`src/rtl/restoring_divider_if.sv`:
```
`default_nettype none
// ============================================================================
//  Module      : restoring_divider_if
//  Description : Handshake/data bundle between a divider client (master) and
//                the restoring divider (slave).
//                  start        - request a division (master -> slave)
//                  dividend     - 2*DIV_Size-bit unsigned dividend
//                  divisor      - DIV_Size-bit unsigned divisor
//                  busy         - divider is in CALC or DONE
//                  done         - one-cycle result-valid pulse
//                  quotient     - DIV_Size-bit result
//                  remainder    - DIV_Size-bit result
//                  div_by_zero  - divisor was zero
//                  overflow     - quotient would not fit in DIV_Size bits
//  Revision    : 1.0 - initial release
// ============================================================================
interface restoring_divider_if #(
    parameter int DIV_Size = 32
);
    logic                    start;
    logic [2*DIV_Size-1:0]   dividend;
    logic [DIV_Size-1:0]     divisor;
    logic                    busy;
    logic                    done;
    logic [DIV_Size-1:0]     quotient;
    logic [DIV_Size-1:0]     remainder;
    logic                    div_by_zero;
    logic                    overflow;

    modport master (
        output start, dividend, divisor,
        input  busy, done, quotient, remainder, div_by_zero, overflow
    );

    modport slave (
        input  start, dividend, divisor,
        output busy, done, quotient, remainder, div_by_zero, overflow
    );
endinterface
`default_nettype wire

```
`src/rtl/restoring_divider.sv`:
```
`default_nettype none
// ============================================================================
//  Module      : restoring_divider
//  Description : Unsigned 2N/N restoring divider, one quotient bit per clock.
//                Ports:
//                  clk  - clock, rising edge
//                  rst  - asynchronous active-low reset
//                  bus  - restoring_divider_if.slave (start/operands in,
//                         busy/done/results/error flags out, all registered)
//                Error cases (divisor zero, quotient overflow) finish in one
//                cycle; normal divisions take DIV_Size CALC cycles.
//  Revision    : 1.0 - initial release
// ============================================================================
module restoring_divider #(
    parameter int DIV_Size = 32
) (
    input  wire logic              clk,
    input  wire logic              rst,
    restoring_divider_if.slave     bus
);

    localparam int         c_CNT_W  = (DIV_Size > 1) ? $clog2(DIV_Size) : 1;
    localparam logic [1:0] c_S_IDLE = 2'd0;
    localparam logic [1:0] c_S_CALC = 2'd1;
    localparam logic [1:0] c_S_DONE = 2'd2;

    logic [1:0]            r_state;
    logic [c_CNT_W-1:0]    r_count;
    logic [DIV_Size-1:0]   r_divisor;
    logic [DIV_Size:0]     r_prem;      // partial remainder, one guard bit
    logic [DIV_Size-1:0]   r_qreg;      // dividend low half shifting into quotient
    logic                  r_busy;
    logic                  r_done;
    logic [DIV_Size-1:0]   r_quotient;
    logic [DIV_Size-1:0]   r_remainder;
    logic                  r_div_by_zero;
    logic                  r_overflow;

    logic [DIV_Size+1:0]   w_shift;
    logic [DIV_Size+1:0]   w_trial;
    logic                  w_neg;
    logic [DIV_Size:0]     w_prem_next;
    logic [DIV_Size-1:0]   w_q_next;
    logic                  w_hi_ge;

    // One restoring step. The shifted remainder is kept one bit wider than
    // the partial remainder so the trial subtraction's sign bit is explicit.
    always_comb begin
        w_shift     = {r_prem, r_qreg[DIV_Size-1]};
        w_trial     = w_shift - {2'b00, r_divisor};
        w_neg       = w_trial[DIV_Size+1];
        w_prem_next = w_neg ? w_shift[DIV_Size:0] : w_trial[DIV_Size:0];
        w_q_next    = r_qreg << 1;
        w_q_next[0] = ~w_neg;
    end

    // High half >= divisor means the quotient needs more than DIV_Size bits.
    assign w_hi_ge = (bus.dividend[2*DIV_Size-1:DIV_Size] >= bus.divisor);

    always_ff @(posedge clk or negedge rst) begin
        if (!rst) begin
            r_state       <= c_S_IDLE;
            r_count       <= '0;
            r_divisor     <= '0;
            r_prem        <= '0;
            r_qreg        <= '0;
            r_busy        <= 1'b0;
            r_done        <= 1'b0;
            r_quotient    <= '0;
            r_remainder   <= '0;
            r_div_by_zero <= 1'b0;
            r_overflow    <= 1'b0;
        end else begin
            case (r_state)
                c_S_IDLE: begin
                    if (bus.start) begin
                        r_divisor     <= bus.divisor;
                        r_prem        <= {1'b0, bus.dividend[2*DIV_Size-1:DIV_Size]};
                        r_qreg        <= bus.dividend[DIV_Size-1:0];
                        r_busy        <= 1'b1;
                        r_done        <= 1'b0;
                        r_div_by_zero <= 1'b0;
                        r_overflow    <= 1'b0;
                        if (bus.divisor == '0) begin
                            r_state       <= c_S_DONE;
                            r_done        <= 1'b1;
                            r_div_by_zero <= 1'b1;
                            r_quotient    <= '1;
                            r_remainder   <= bus.dividend[DIV_Size-1:0];
                        end else if (w_hi_ge) begin
                            r_state     <= c_S_DONE;
                            r_done      <= 1'b1;
                            r_overflow  <= 1'b1;
                            r_quotient  <= '1;
                            r_remainder <= '0;
                        end else begin
                            r_state <= c_S_CALC;
                            r_count <= c_CNT_W'(DIV_Size - 1);
                        end
                    end
                end
                c_S_CALC: begin
                    r_prem <= w_prem_next;
                    r_qreg <= w_q_next;
                    if (r_count == '0) begin
                        r_state     <= c_S_DONE;
                        r_done      <= 1'b1;
                        r_quotient  <= w_q_next;
                        r_remainder <= w_prem_next[DIV_Size-1:0];
                    end else begin
                        r_count <= r_count - 1'b1;
                    end
                end
                c_S_DONE: begin
                    r_state <= c_S_IDLE;
                    r_done  <= 1'b0;
                    r_busy  <= 1'b0;
                end
                default: begin
                    r_state <= c_S_IDLE;
                    r_done  <= 1'b0;
                    r_busy  <= 1'b0;
                end
            endcase
        end
    end

    assign bus.busy        = r_busy;
    assign bus.done        = r_done;
    assign bus.quotient    = r_quotient;
    assign bus.remainder   = r_remainder;
    assign bus.div_by_zero = r_div_by_zero;
    assign bus.overflow    = r_overflow;

endmodule
`default_nettype wire

```
`src/flat_wrapper.sv`:
```
// flat-port wrapper written by rule: the top's interface ports become plain ports
module restoring_divider_flat 
#(
    parameter int DIV_Size = 32
)
  (clk, rst, bus_start, bus_dividend, bus_divisor, bus_busy, bus_done, bus_quotient, bus_remainder, bus_div_by_zero, bus_overflow);
  restoring_divider_if #(.DIV_Size(DIV_Size)) bus_i ();
  input  wire logic clk;
  input  wire logic rst;
  input wire logic [$bits(bus_i.start)-1:0] bus_start;
  input wire logic [$bits(bus_i.dividend)-1:0] bus_dividend;
  input wire logic [$bits(bus_i.divisor)-1:0] bus_divisor;
  output wire logic [$bits(bus_i.busy)-1:0] bus_busy;
  output wire logic [$bits(bus_i.done)-1:0] bus_done;
  output wire logic [$bits(bus_i.quotient)-1:0] bus_quotient;
  output wire logic [$bits(bus_i.remainder)-1:0] bus_remainder;
  output wire logic [$bits(bus_i.div_by_zero)-1:0] bus_div_by_zero;
  output wire logic [$bits(bus_i.overflow)-1:0] bus_overflow;
  assign bus_i.start = bus_start;
  assign bus_i.dividend = bus_dividend;
  assign bus_i.divisor = bus_divisor;
  assign bus_busy = bus_i.busy;
  assign bus_done = bus_i.done;
  assign bus_quotient = bus_i.quotient;
  assign bus_remainder = bus_i.remainder;
  assign bus_div_by_zero = bus_i.div_by_zero;
  assign bus_overflow = bus_i.overflow;
  restoring_divider #(.DIV_Size(DIV_Size)) u_core (.clk(clk), .rst(rst), .bus(bus_i));
endmodule
```
`config.mk`:
```
export PLATFORM = sky130hd
export DESIGN_NAME = restoring_divider_flat
export DESIGN_NICKNAME = d
export VERILOG_FILES = /design/src/rtl/restoring_divider_if.sv /design/src/rtl/restoring_divider.sv /design/src/flat_wrapper.sv
export SDC_FILE = /design/constraint.sdc
export NUM_CORES = 1
export LEC_CHECK = 0
export ABC_AREA = 0
export CORE_UTILIZATION = 45
export CTS_BUF_LIST = sky130_fd_sc_hd__clkbuf_4 sky130_fd_sc_hd__clkbuf_8
export DETAILED_ROUTE_END_ITERATION = 7
export PLACE_DENSITY = 0.69
export SLEW_MARGIN = 20
export SYNTH_ARGS = -nofsm -noshare
export SYNTH_HDL_FRONTEND = slang
export SYNTH_SLANG_ARGS = --single-unit
export TNS_END_PERCENT = 5
```
`constraint.sdc`:
```
create_clock -name clk -period 3.41 [get_ports clk]
set_input_delay 0.682 -clock clk [delete_from_list [all_inputs] [get_ports clk]]
set_output_delay 0.682 -clock clk [all_outputs]
set_load 0.1 [all_outputs]
```
# Word-level counts from Yosys, hierarchy flattened
# Index checks and enable logic that the tools add are counted.
# word_totals
ff_bits	172
latch_bits	0
ramBits	0
mem_bits_ro	0
output_inout_bits	68
elab_cells	67
n_memories	0
# op_classes
add_sub_neg	2
multipliers	0
div_mod_pow	0
n_lt_le_gt_ge	1
n_eq_ne	7
shifts	0
mux	34
bitwise	2
n_reduce_logical	10
# ops
cell	count
two-way mux 32 bit	9
case mux 32 bit (2 select lines)	3
two-way mux 33 bit	2
case mux 33 bit (2 select lines)	1
subtractor 34 x 32 -> 34 bit	1
>= comparator 32 bit	1
zero test 32 bit	1
two-way mux 5 bit	4
case mux 5 bit (2 select lines)	1
two-way mux 2 bit	4
inequality test 2 bit, second input constant	4
AND reduction 2 bit	4
two-way mux 1 bit	7
zero test 5 bit	1
AND reduction 5 bit	1
subtractor 5 x 1 -> 5 bit, second input constant	1
case mux 1 bit (2 select lines)	2
case mux 2 bit (2 select lines)	1
AND reduction 4 bit	1
inequality test 3 x 1 -> 1 bit, second input constant	1
equality test 2 x 1 -> 1 bit, second input constant	1
zero test 2 bit	1
inequality test 2 x 1 -> 1 bit, second input constant	1
NOT 1 bit	2
nonzero test 2 bit	1

# Logic depth before layout (Yosys ltp)
# depth
word_depth	5
ltp_mapped	15

# Worst setup path before layout
# No wires, ideal clock.
# synth_path
kind	input -> register
from	input bus_divisor[23]
to	register u_core.r_quotient[31], in the netlist u_core.bus.quotient[31]
setup_ns	0.139
t_arrival_ns	2.708
required_time_ns	3.271
path_slack_ns	0.564
stages	15
n_path_buf	3
cell_sequence	inv_1 ha_1 a21oi_1 o21ai_0 a221oi_1 o221ai_1 a41oi_1 and2_1 o21a_1 buf_2 inv_2 buf_6 buf_4 nor2_1 a21oi_1
# synth_between
elab_chain_cells	4
# synth_lines
item	line_no	text
from (decl)	flat_wrapper.sv:12	input wire logic [$bits(bus_i.divisor)-1:0] bus_divisor;
parallel branches: the longest is 4 deep, another holds >= comparator 32 bit	-	
to (signal assigned)	restoring_divider.sv:108	r_quotient <= w_q_next;
to (decl)	restoring_divider.sv:34	logic [DIV_Size-1:0] r_quotient;
# Parallel ways; which one is timed is not known. The select of a mux whose other input is x is not followed.
# A chain may end at the register's enable or synchronous reset.

# Worst setup path in the final report
# layout_path
from	input bus_divisor[23]
to	register u_core.r_remainder[8], in the netlist u_core.bus.remainder[8]
# layout_between
elab_chain_cells	4
# layout_lines
item	line_no	text
parallel branches: the longest is 4 deep, another holds >= comparator 32 bit	-	
to (signal assigned)	restoring_divider.sv:89	r_remainder <= bus.dividend[DIV_Size-1:0];
to (signal assigned)	restoring_divider.sv:109	r_remainder <= w_prem_next[DIV_Size-1:0];
to (decl)	restoring_divider.sv:35	logic [DIV_Size-1:0] r_remainder;
# Parallel ways; which one is timed is not known. The select of a mux whose other input is x is not followed.

==> flow_metrics.env <==
export IMPL_power_static_leakage_nw=5.911
export IMPL_path_cells="clkdlybuf4s50_1 -> inv_1 -> ha_1 -> a21oi_1 -> o21ai_0 -> a221oi_4 -> o221ai_2 -> a41oi_2 -> and2_1 -> o21a_1 -> buf_4 -> a21oi_1 -> a21oi_1"
export IMPL_clock_latency_ps=480
export IMPL_cts_num_sinks=171
export IMPL_cellPowerDensity_mw_per_mm2=1162
export IMPL_final_cells=1714
export IMPL_async_flop_share_pct=100.0
export IMPL_grt_usage_pct=27.40
export IMPL_setup_viol=0
export IMPL_antennaDiodeCount=0
export IMPL_gp_congestion=0.9390
export IMPL_area_growth_pct=27.56
export IMPL_dp_hpwl_um=23670
export IMPL_critPathArrivalTime_ps=3620
export IMPL_synth_warnings=0
export IMPL_critPathKind="input pin to register"
export IMPL_ys_types=67
export IMPL_switchingPower_w=0.008144
export IMPL_synth_main_ff_cell="dfrtp_1"
export IMPL_intPower_w=0.007064
export IMPL_cts_tree="done"
export IMPL_die_area_mm2=0.02341
export IMPL_clockPowerShare_pct=9.5
export IMPL_finalClockSkew_ps=14.20
export IMPL_p_sw_share_pct=53.55
export IMPL_io_pins=167
export IMPL_first_pass_iters=6
export IMPL_peakVddDrop_mv=0.6588
export IMPL_combinationalPowerShare_pct=68.0
export IMPL_postPlaceCellArea_mm2=0.01267
export IMPL_portBuffers=166
export IMPL_p_seq_share_pct=22.5
export IMPL_via_per_inst=5.718
export IMPL_final_nets=1587
export IMPL_synth_area_mm2=0.01026
export IMPL_finalSetupTns_ps=0
export IMPL_status="finished, final reports clean"
export IMPL_vias=9801
export IMPL_drc=0
export IMPL_start_util_pct=46.44
export IMPL_routed_wl_um=31700
export IMPL_antenna_found_initial=0
export IMPL_die_y_um=153.0
export IMPL_rsz0062_at_grt="false"
export IMPL_cts_hold_buf=0
export IMPL_critPathMaxFanout=22
export IMPL_rows=54
export IMPL_drt_iter0_markers=855
export IMPL_core_mm2=0.02209
export IMPL_cp_slowest_cell="clkdlybuf4s50_1"
export IMPL_cts_path_max_buffers=2
export IMPL_cp_end_kind="register"
export IMPL_synth_top_area_share_pct=41.70
export IMPL_synth_edf_count=0
export IMPL_hold_class="input pin to async pin"
export IMPL_antenna_left=0
export IMPL_crit_required_ps=3800
export IMPL_clk_pin_slew_ps=100
export IMPL_fmax_ghz=0.3099
export IMPL_grt_pass1_wl_um=50250
export IMPL_gr_total_overflow=0
export IMPL_syn_inst=1197
export IMPL_wire_per_inst_um=18.50
export IMPL_syn_nets=1363
export IMPL_regToRegSetupSlack_ps=250
export IMPL_power_total_w=0.01521
export IMPL_n_fill_cell=1994
export IMPL_cp_slowest_stage_delay_ps=480
export IMPL_yosys_register_bits=171
export IMPL_die_w_um=153.0
export IMPL_synthTopCellsByArea="dfrtp_1 42%, ha_1 8.0%, a21oi_1 6.6%"
export IMPL_critical_path_startpoint_type="input pin"
export IMPL_fin_crit_ps=3226
export IMPL_post_route_cells_drive_above_1_share_pct=15.97
export IMPL_slew_violations=0
export IMPL_max_cap_violations=0
export IMPL_relSlewSlack_pct=47.27
export IMPL_post_route_period_util_pct=94.62
export IMPL_final_util_pct=59.24
export IMPL_dp_cells=1682
export IMPL_grt_max_degree=80
export IMPL_synth_avg_cell_area_um2=8.572
export IMPL_yosysSeqAreaShare_pct=41.70
export IMPL_cts_root_buf="clkbuf_8"
export IMPL_grt_pass1_vias=9330
export IMPL_finalInstanceArea_mm2=0.01309
export IMPL_cts_buffers=17
export IMPL_yosysTopAreaCell="dfrtp_1"
export IMPL_cts_setup_buffers=0
export IMPL_hold_viol=0
export IMPL_worst_pin_slew_ps=791.0
export IMPL_timing_critical_path_mode_cell="a21oi_1"
export IMPL_cts_htree_levels=4
==> timing repair <==
action / in CTS / in global routing
gates cloned: 0 / 0
setup endpoints to repair: 36 / 64
pin swaps: 0 / 4
gates resized for setup: 1 / 4
==> routing by layer <==
metal  wire (µm)  track usage [%]  vias to the layer above
met2       14700            43.49                      342
met1       14280            37.63                     4726
met3        1795            4.877                       50
met5           0                0                        -
met4         931            9.716                        0
li1            -                -                     4683
==> state kept, by name (all words and copies together), names as in the netlist <==
name	cells
u_core.bus.busy	1
u_core.bus.div_by_zero	1
u_core.bus.done	1
u_core.bus.overflow	1
u_core.bus.quotient	32
u_core.bus.remainder	32
u_core.r_count	5
u_core.r_divisor	32
u_core.r_prem	33
u_core.r_qreg	32
u_core.r_state	1
==> cells in the final DEF, fill, tap and decap left out, types with 16 or more instances in the layout <==
cell type / count
mux2i_1: 19
clkdlybuf4s50_1: 97
nand2_1: 88
nor2_1: 135
inv_1: 98
o22a_1: 31
o21ai_0: 87
dfrtp_1: 171
o22ai_1: 32
nor3_1: 23
o21ai_1: 21
a21oi_1: 136
buf_4: 171
a21o_1: 27
ha_1: 66
xnor2_1: 16
clkbuf_8: 17
nand3_1: 20
==> final timing paths <==
| path | start | end | depth (start not counted) |
|---|---|---|---|
| setup reg to reg | u_core.r_qreg[31]$_DFFE_PN0P_ | u_core.r_prem[32]$_DFFE_PN0P_ | 13 |
| hold / removal | rst | u_core.r_divisor[13]$_DFFE_PN0P_ | 1 |
| hold reg to reg | u_core.bus.quotient[16]$_DFFE_PN0P_ | u_core.bus.quotient[16]$_DFFE_PN0P_ | 1 |
| setup / recovery | bus_divisor[23] | u_core.bus.remainder[8]$_DFFE_PN0P_ | 13 |
| max in group asynchronous | rst | u_core.bus.remainder[1]$_DFFE_PN0P_ | 2 |
| min in group clk | u_core.bus.quotient[16]$_DFFE_PN0P_ | u_core.bus.quotient[16]$_DFFE_PN0P_ | 1 |
==> power groups by stage <==
stage	logic (W)	clock network, W	registers (W)
floorplan	0.00593	0	0.00474
global placement	0.0101	0	0.00344
detailed placement	0.0102	0	0.00344
CTS	0.0103	0.00148	0.00341
global route	0.0112	0.00156	0.00351
finish	0.0103	0.00145	0.00342
==> cells in the mapped netlist, drive strengths merged, types with 9 or more instances <==
master / n
a211oi: 9
a21o: 27
a21oi: 136
a31oi: 14
and3: 13
buf: 30
clkbuf: 38
dfrtp: 171
ha: 66
inv: 99
mux2i: 19
nand2: 90
nand3: 20
nand4: 12
nor2: 136
nor3: 24
nor4: 16
o21a: 14
o21ai: 110
o22a: 31
o22ai: 32
xnor2: 16
==> worst max-delay path, delay by kind of cell <==
family                     cells  cell delay, ps
AOI/OAI and AO/OA              8            1610
adders and majority gates      1             320
buffers and inverters          3             830
and+or+nand+nor                1             170
==> kinds of logic (layout without fill, tap and decap cells) <==
family | Yosys count | after routing | share of synthesized area (%)
AOI/OAI and AO/OA | 416 | 416 | 24.94
xor gates and xnor gates | 24 | 24 | 2.049
and+or+nand+nor | 333 | 333 | 14.61
muxes | 19 | 19 | 1.853
adders and majority gates | 67 | 67 | 8.243
DFF | 171 | 171 | 41.70
buffers and inverters | 167 | 404 | 6.609
==> metrics by stage <==
stage | hold slack [ps] | worst slack, ps
after floorplan | 386.4 | 563.6
after global placement | 475.8 | -547.8
after detailed placement | 478.5 | -568.3
after CTS | 264.0 | 55.59
after global routing | 310.8 | 21.47
final | 267.2 | 183.6
==> final cells by class <==
type | count | area (µm²) | area share (%)
Inverter | 99 | 371.6 | 2.839
Multi-Input combinational cell | 859 | 5359 | 40.94
Tap cell | 280 | 350.3 | 2.677
Clock inverter | 14 | 141.4 | 1.080
Clock buffer | 18 | 241.5 | 1.845
Sequential cell | 171 | 4279 | 32.69
Timing Repair Buffer | 273 | 2346 | 17.92
No activity file was read; power rests on OpenSTA's default activity.
